## src/rtl/mem_arbiter.sv

```systemverilog
// Two-requester round-robin arbiter for a 1W/1R byte-masked memory, with a fixed
// one-cycle read response path. Optional grant/collision counters: MEM_ARBITER_STATS_EN.
module mem_arbiter #(
  parameter int MEM_WIDTH_BYTES = 8,
  parameter int MEM_DEPTH       = 1024,
  parameter int SHOWAHEAD       = 0,
  localparam int AW = $clog2(MEM_DEPTH),
  localparam int DW = MEM_WIDTH_BYTES * 8
) (
  input  logic                       clk,
  input  logic                       reset,
  input  logic                       req0_valid_in,
  output logic                       req0_ready_out,
  input  logic                       req0_write_in,
  input  logic [AW-1:0]              req0_addr_in,
  input  logic [DW-1:0]              req0_data_in,
  input  logic [MEM_WIDTH_BYTES-1:0] req0_mask_in,
  input  logic                       req1_valid_in,
  output logic                       req1_ready_out,
  input  logic                       req1_write_in,
  input  logic [AW-1:0]              req1_addr_in,
  input  logic [DW-1:0]              req1_data_in,
  input  logic [MEM_WIDTH_BYTES-1:0] req1_mask_in,
  output logic                       resp0_valid_out,
  output logic [DW-1:0]              resp0_data_out,
  output logic                       resp1_valid_out,
  output logic [DW-1:0]              resp1_data_out,
  output logic [AW-1:0]              mem_write_addr_out,
  output logic                       mem_write_out,
  output logic [DW-1:0]              mem_write_data_out,
  output logic [MEM_WIDTH_BYTES-1:0] mem_write_mask_out,
  output logic [AW-1:0]              mem_read_addr_out,
  output logic                       mem_read_out,
  input  logic [DW-1:0]              mem_read_data_in,
`ifdef MEM_ARBITER_STATS_EN
  output logic [31:0]                stat_wr_grants_out,
  output logic [31:0]                stat_rd_grants_out,
  output logic [31:0]                stat_collisions_out,
`endif
  input  logic                       debugen_in
);

  logic          wr_prio_q, wr_prio_d, rd_prio_q, rd_prio_d;
  logic          rsp0_q, rsp0_d, rsp1_q, rsp1_d;
  logic [DW-1:0] rdata_q, rdata_d, resp_src;
  logic          wr_c0, wr_c1, rd_c0, rd_c1;
  logic          wr_g0, wr_g1, rd_w0, rd_w1, rd_g0, rd_g1, collision;
  logic [AW-1:0] rd_w_addr;

  always_comb begin
    wr_c0 = req0_valid_in & req0_write_in;
    wr_c1 = req1_valid_in & req1_write_in;
    rd_c0 = req0_valid_in & ~req0_write_in;
    rd_c1 = req1_valid_in & ~req1_write_in;
    // Grants are gated by reset so ready/strobes drop the instant reset asserts.
    wr_g0 = ~reset & wr_c0 & (~wr_c1 | ~wr_prio_q);
    wr_g1 = ~reset & wr_c1 & (~wr_c0 | wr_prio_q);
    rd_w0 = ~reset & rd_c0 & (~rd_c1 | ~rd_prio_q);
    rd_w1 = ~reset & rd_c1 & (~rd_c0 | rd_prio_q);

    mem_write_out      = wr_g0 | wr_g1;
    mem_write_addr_out = '0;
    mem_write_data_out = '0;
    mem_write_mask_out = '0;
    if (wr_g0) begin
      mem_write_addr_out = req0_addr_in;
      mem_write_data_out = req0_data_in;
      mem_write_mask_out = req0_mask_in;
    end else if (wr_g1) begin
      mem_write_addr_out = req1_addr_in;
      mem_write_data_out = req1_data_in;
      mem_write_mask_out = req1_mask_in;
    end

    rd_w_addr = '0;
    if (rd_w0)      rd_w_addr = req0_addr_in;
    else if (rd_w1) rd_w_addr = req1_addr_in;

    // Same-address read loses to the write and retries without consuming its turn.
    collision = mem_write_out & (rd_w0 | rd_w1) & (rd_w_addr == mem_write_addr_out);
    rd_g0 = rd_w0 & ~collision;
    rd_g1 = rd_w1 & ~collision;

    mem_read_out      = rd_g0 | rd_g1;
    mem_read_addr_out = mem_read_out ? rd_w_addr : '0;

    req0_ready_out = wr_g0 | rd_g0;
    req1_ready_out = wr_g1 | rd_g1;

    wr_prio_d = wr_prio_q;
    if (wr_g0)      wr_prio_d = 1'b1;
    else if (wr_g1) wr_prio_d = 1'b0;
    rd_prio_d = rd_prio_q;
    if (rd_g0)      rd_prio_d = 1'b1;
    else if (rd_g1) rd_prio_d = 1'b0;

    rsp0_d  = rd_g0;
    rsp1_d  = rd_g1;
    rdata_d = mem_read_out ? mem_read_data_in : rdata_q;

    resp_src        = (SHOWAHEAD != 0) ? rdata_q : mem_read_data_in;
    resp0_valid_out = rsp0_q;
    resp1_valid_out = rsp1_q;
    resp0_data_out  = rsp0_q ? resp_src : '0;
    resp1_data_out  = rsp1_q ? resp_src : '0;
  end

  always_ff @(posedge clk or posedge reset) begin
    if (reset) begin
      wr_prio_q <= 1'b0;
      rd_prio_q <= 1'b0;
      rsp0_q    <= 1'b0;
      rsp1_q    <= 1'b0;
      rdata_q   <= '0;
    end else begin
      wr_prio_q <= wr_prio_d;
      rd_prio_q <= rd_prio_d;
      rsp0_q    <= rsp0_d;
      rsp1_q    <= rsp1_d;
      rdata_q   <= rdata_d;
    end
  end

`ifdef MEM_ARBITER_STATS_EN
  logic [31:0] st_wr_q, st_wr_d, st_rd_q, st_rd_d, st_col_q, st_col_d;

  always_comb begin
    st_wr_d  = st_wr_q;
    st_rd_d  = st_rd_q;
    st_col_d = st_col_q;
    if (mem_write_out && st_wr_q != '1) st_wr_d  = st_wr_q + 32'd1;
    if (mem_read_out  && st_rd_q != '1) st_rd_d  = st_rd_q + 32'd1;
    if (collision && st_col_q != '1)    st_col_d = st_col_q + 32'd1;
  end

  always_ff @(posedge clk or posedge reset) begin
    if (reset) begin
      st_wr_q  <= '0;
      st_rd_q  <= '0;
      st_col_q <= '0;
    end else begin
      st_wr_q  <= st_wr_d;
      st_rd_q  <= st_rd_d;
      st_col_q <= st_col_d;
    end
  end

  assign stat_wr_grants_out  = st_wr_q;
  assign stat_rd_grants_out  = st_rd_q;
  assign stat_collisions_out = st_col_q;
`endif

`ifndef SYNTHESIS
  always @(posedge clk) begin
    if (debugen_in && !reset)
      $write("%0t mem_arbiter: wr_g=%b%b rd_g=%b%b coll=%b resp=%b%b\n",
             $time, wr_g1, wr_g0, rd_g1, rd_g0, collision, rsp1_q, rsp0_q);
  end
`endif

endmodule

```

## config.mk

```make
export PLATFORM = sky130hd
export DESIGN_NAME = mem_arbiter
export DESIGN_NICKNAME = d
export VERILOG_FILES = /design/src/rtl/mem_arbiter.sv
export SDC_FILE = /design/constraint.sdc
export NUM_CORES = 1
export LEC_CHECK = 0
export BUFFER_PORTS_ARGS = -buffer_cell sky130_fd_sc_hd__buf_2
export CORE_AREA = 5 5 178 180
export CTS_CLUSTER_SIZE = 10
export DETAILED_ROUTE_END_ITERATION = 8
export DIE_AREA = 0 0 183 185
export GPL_ROUTABILITY_DRIVEN = 0
export SETUP_SLACK_MARGIN = 0.1
export SYNTH_ARGS = -nofsm -noshare
export SYNTH_HDL_FRONTEND = slang
export SYNTH_SLANG_ARGS = --single-unit
```

## constraint.sdc

```tcl
create_clock -name clk -period 3.36 [get_ports clk]
set_input_delay 0.672 -clock clk [delete_from_list [all_inputs] [get_ports clk]]
set_output_delay 0.672 -clock clk [all_outputs]
set_load 0.01 [all_outputs]
```

---- After elaboration in Yosys (flattened, before gate mapping) ----
Cells that the tools add are included.
storage, ports and cells
  register bits after elaboration ......... 4
  input bits .............................. 235
  output and inout port bits .............. 226
cells by class
  equality and inequality tests ........... 1
  mux-type cells .......................... 15
  bitwise gates (word level) .............. 35
  reduce and logical (&&, ||, !) cells .... 2
operator list
  kind                  count
  2-to-1 mux 64 bit     4
  2-to-1 mux 10 bit     5
  AND 1 bit             16
  2-to-1 mux 8 bit      2
  equality test 10 bit  1
  inverter 1 bit        10
  bitwise OR 1 bit      9
  2-to-1 mux 1 bit      4
  nonzero test 2 bit    2

---- Depth between registers and ports, before layout ----
  depth after elaboration ................. 13
  mapped depth ............................ 10
  mapped depth without buffers ............ 7

---- Worst setup path before layout ----
OpenSTA, ideal clock, no wires.
  path kind ............................... input to output
  from .................................... input port req0_write_in
  to ...................................... output port mem_read_addr_out[0]
  arrival time ............................ 2624 ps
  data required time ...................... 2688 ps
  path slack .............................. 64 ps
  stages on the path ...................... 9
  path buffers ............................ 2
  cell sequence ........................... buf_6 -> or3b_4 -> a32o_2 -> a22o_1 -> a222oi_1 -> nand4_1 -> a211oi_4 -> buf_8 -> nor2_2
between the ends
  word-level cells in the longest chain between the ends .. 13
  elaborated cells on any way between the ends .. 27
RTL lines
  what                                 RTL line  source
  start, declared                      14        input logic req0_write_in,
  inverter 1 bit                       53        rd_c0 = req0_valid_in & ~req0_write_in;
  AND 1 bit                            53
  inverter 1 bit                       59        rd_w1 = ~reset & rd_c1 & (~rd_c0 | rd_prio_q);
  bitwise OR 1 bit                     59
  AND 1 bit                            59
  2-to-1 mux 10 bit                    77        else if (rd_w1) rd_w_addr = req1_addr_in;
  2-to-1 mux 10 bit                    76        if (rd_w0) rd_w_addr = req0_addr_in;
  equality test 10 bit                 80        collision = mem_write_out & (rd_w0 | rd_w1) & (rd_w_addr == mem_write_addr_out);
  AND 1 bit                            80
  inverter 1 bit                       81, 82
  AND 1 bit, on equally long branches  81, 82
  bitwise OR 1 bit                     84        mem_read_out = rd_g0 | rd_g1;
  2-to-1 mux 10 bit *                  85        mem_read_addr_out = mem_read_out ? rd_w_addr : '0;
  end, declared                        32        output logic [AW-1:0] mem_read_addr_out,
Mark *: on every way between the ends. The rest lies on a longest branch, timed or not.

---- Final worst setup path ----
  from .................................... input port req0_write_in
  to ...................................... output port req0_ready_out
between the ends
  word-level cells in the longest chain between the ends .. 12
  elaborated cells on any way between the ends .. 25
RTL lines
  what                  RTL line  source
  inverter 1 bit        53
  AND 1 bit             53
  inverter 1 bit        59
  bitwise OR 1 bit      59
  AND 1 bit             59
  2-to-1 mux 10 bit     77
  2-to-1 mux 10 bit     76
  equality test 10 bit  80
  AND 1 bit             80
  inverter 1 bit        81        rd_g0 = rd_w0 & ~collision;
  AND 1 bit             81
  bitwise OR 1 bit *    87        req0_ready_out = wr_g0 | rd_g0;
  end, declared         13        output logic req0_ready_out,
Marked as above.

==> metrics <==
highest net fanout along the worst path=8; flop2flop setup slack=0.63 ns; final worst setup slack=-0.1820 ns; TritonCTS clock tree=yes; Slew HR=0.4762; Sw Share=0.3936; crit start category=input pin; gr usage total=0.1051; peak supply drop=between 0.1 and 0.15 mV; # H-tree levels=1; GR Overflow Total=0; Power, Total=between 0.8 and 0.9 mW; Reg power frac=0.072; Clk Latency, worst-skew pair=roughly 0.22 ns; number of synthesized flops with an enable pin=0; Max clock buf depth=2; most frequent cells in the layout=buf_2, and2_1, a22o_1; Post-Syn Area=~2500 sq um; commonest non-fill, non-tap cell in the layout=buf_2; Layout Nets=1066; Final Skew=around 0.0005 ns; max_cap viols=0; first-pass GRT wire length=approximately 27 mm; average via count per standard cell=roughly 4; Yosys reg bits=4; Worst-path clk slew=0.03 ns; kind of critical path=in2out; Reg area=100.1 sq um; async set or reset register ratio after synthesis=1.000; # DRC=0; Final setup viols=13; clock tree sinks=4; Syn Inst Count=~360; net switching power=0.3258 mW; FP Rows=64; FILL cells=about 3500; Cell variety after synth=between 40 and 50; logic gate share of total power=0.708; I/O pins=~460; Final period util=1.054; failing checks=negative setup slack; Vias=between 4000 and 5000; core area=between 30000 and 40000 sq um; Crit. End Element=output pin; pin count of the biggest net entering global routing=76; end-of-flow core utilization=0.1903; clock share of power=0.220; Required @ worst endpoint=between 2 and 3 ns; Area Growth Syn to Fin=126.0%; top_reg_cell synth=dfrtp_1; static leakage=around 3.4 nW; pwr dens=roughly 140 nW/um^2; CP arrival=about 2.9 ns; 1st-iter DRT viols=just under 200; Routed WL per cell=between 15 and 20 um; CTS buffer count=3; IO Port Bufs=between 400 and 500; Root Driver=clkbuf_16; Int Pwr=roughly 0.50 mW; fmax=around 0.28 GHz; Post-DRT Antenna Nets=0; Syn Nets=594; status=complete, but fails checks; sequential-to-total area share from yosys stat=0.03958; mean area per synthesized cell=between 7 and 8 sq um; antenna violations before repair=2; setup_tns=-1.950 ns; synth warn=0; Min Clock Period, post-route=between 3 and 4 ns; Routed WL=approximately 20 mm; Post-CTS Hold Buffers=0; RSZ-0062 raised after global routing=yes; Die X=around 180 um; die height=approximately 190 um; Starting Density=0.08421; DR pass1 iterations=5; share of post-route cells with drive strength above 1=0.6466; total die area=~34000 sq um; DP Wirelength=roughly 18 mm; Least-Margin Pin Slew=0.7857 ns; final hold viol count=0; min-delay worst type=reg2reg; Max Slew Vio Count=0; vias in the first global route=between 4000 and 5000; area of the multi-input gates=2313 sq um
[cell usage after synthesis, types with 2 or more instances]
library cell	n	area (sq um)
a21o_1	3	22.52
a21oi_1	3	15.01
a222oi_1	2	20.02
a22o_1	85	744.5
a22oi_1	10	75.07
a32oi_1	2	17.52
and2_1	132	825.8
and2_2	2	15.01
buf_1	4	15.01
clkbuf_1	31	116.4
dfrtp_1	4	100.1
inv_1	2	7.510
nand2_1	10	37.54
nand2b_1	4	25.02
nand3b_1	3	22.52
nor2_1	3	11.26
nor2_2	10	62.56
nor2b_1	9	56.30
nor3_1	2	10.01
o211ai_1	3	22.52
o21ai_0	8	40.04
[cell families after synthesis]
kind of cell / after synthesis / share of synthesized area
xor+xnor: 1 / 0.003464
buf+inv: 40 / 0.06828
compound gates: 127 / 0.4216
flops: 4 / 0.03959
simple gates: 187 / 0.4671
[layout make-up]
cell class,count,share of cell area
clock buffers,3,0.01314
repair buffers,505,0.4760
inverters,2,0.001314
flip-flops and latches,4,0.01752
diodes,1,0.0004379
multi-input cells,315,0.4049
well taps,396,0.08671
[critical path, stage by stage]
cell      delay, ns
buf_6          0.09
or3b_4         0.39
a32o_2         0.29
a22o_1         0.19
a222oi_1       0.31
nand4_1        0.22
a211oi_4       0.31
buf_4          0.18
o21bai_1       0.05
buf_2          0.16
[stage by stage]
step / setup WS, ns / std cells / hold WS, ns / instance area, sq um
2_1_floorplan: 0.06427 / 359 / 0.4542 / 2529
3_3_place_gp: -0.1818 / 1216 / 0.5543 / 5482
3_5_place_dp: -0.2019 / 1216 / 0.5482 / 5482
4_1_cts: -0.1628 / 1224 / 0.5567 / 5653
5_1_grt: -0.3100 / 1226 / 0.5747 / 5714
6_report: -0.1820 / 1226 / 0.5482 / 5714
[final timing paths]
kind | start | end | cells after the start
worst max-delay path | req0_write_in | req0_ready_out | 10
worst min-delay path | wr_prio_q$_DFFE_PP0P_ | wr_prio_q$_DFFE_PP0P_ | 1
worst max register to register | rd_prio_q$_DFFE_PP0P_ | rd_prio_q$_DFFE_PP0P_ | 10
worst min register to register | wr_prio_q$_DFFE_PP0P_ | wr_prio_q$_DFFE_PP0P_ | 1
max in group asynchronous | reset | wr_prio_q$_DFFE_PP0P_ | 4
min in group asynchronous | reset | resp1_valid_out$_DFF_PP0_ | 4
[power by group through the flow]
stage / clock network, mW / logic (mW) / registers (mW)
final: 0.182 / 0.586 / 0.0595
after detailed placement: 0 / 0.572 / 0.0601
after global placement: 0 / 0.565 / 0.0606
after CTS: 0.185 / 0.584 / 0.0598
after floorplan: 0 / 0.241 / 0.0582
after global routing: 0.187 / 0.637 / 0.0601
[registers in the layout, indices dropped and copies added, names as in the netlist]
register / count
rd_prio_q: 1
resp0_valid_out: 1
resp1_valid_out: 1
wr_prio_q: 1
[repair_timing]
item | CTS | global route
buffers inserted | 4 | 1
gates cloned | 1 | 0
pin swaps | 10 | 1
endpoints found under the setup margin | 13 | 16
gates resized for setup | 12 | 12
[layer usage]
| layer | GRT usage | part of all wire | up-vias |
|---|---|---|---|
| met1 | 0.1260 | 0.38 | 2152 |
| met5 | 0 | 0.00097 | - |
| met4 | 0.02563 | 0.024 | 2 |
| li1 | - | - | 2262 |
| met2 | 0.1835 | 0.48 | 339 |
| met3 | 0.03299 | 0.11 | 18 |
(Power assumes the default switching activity.)
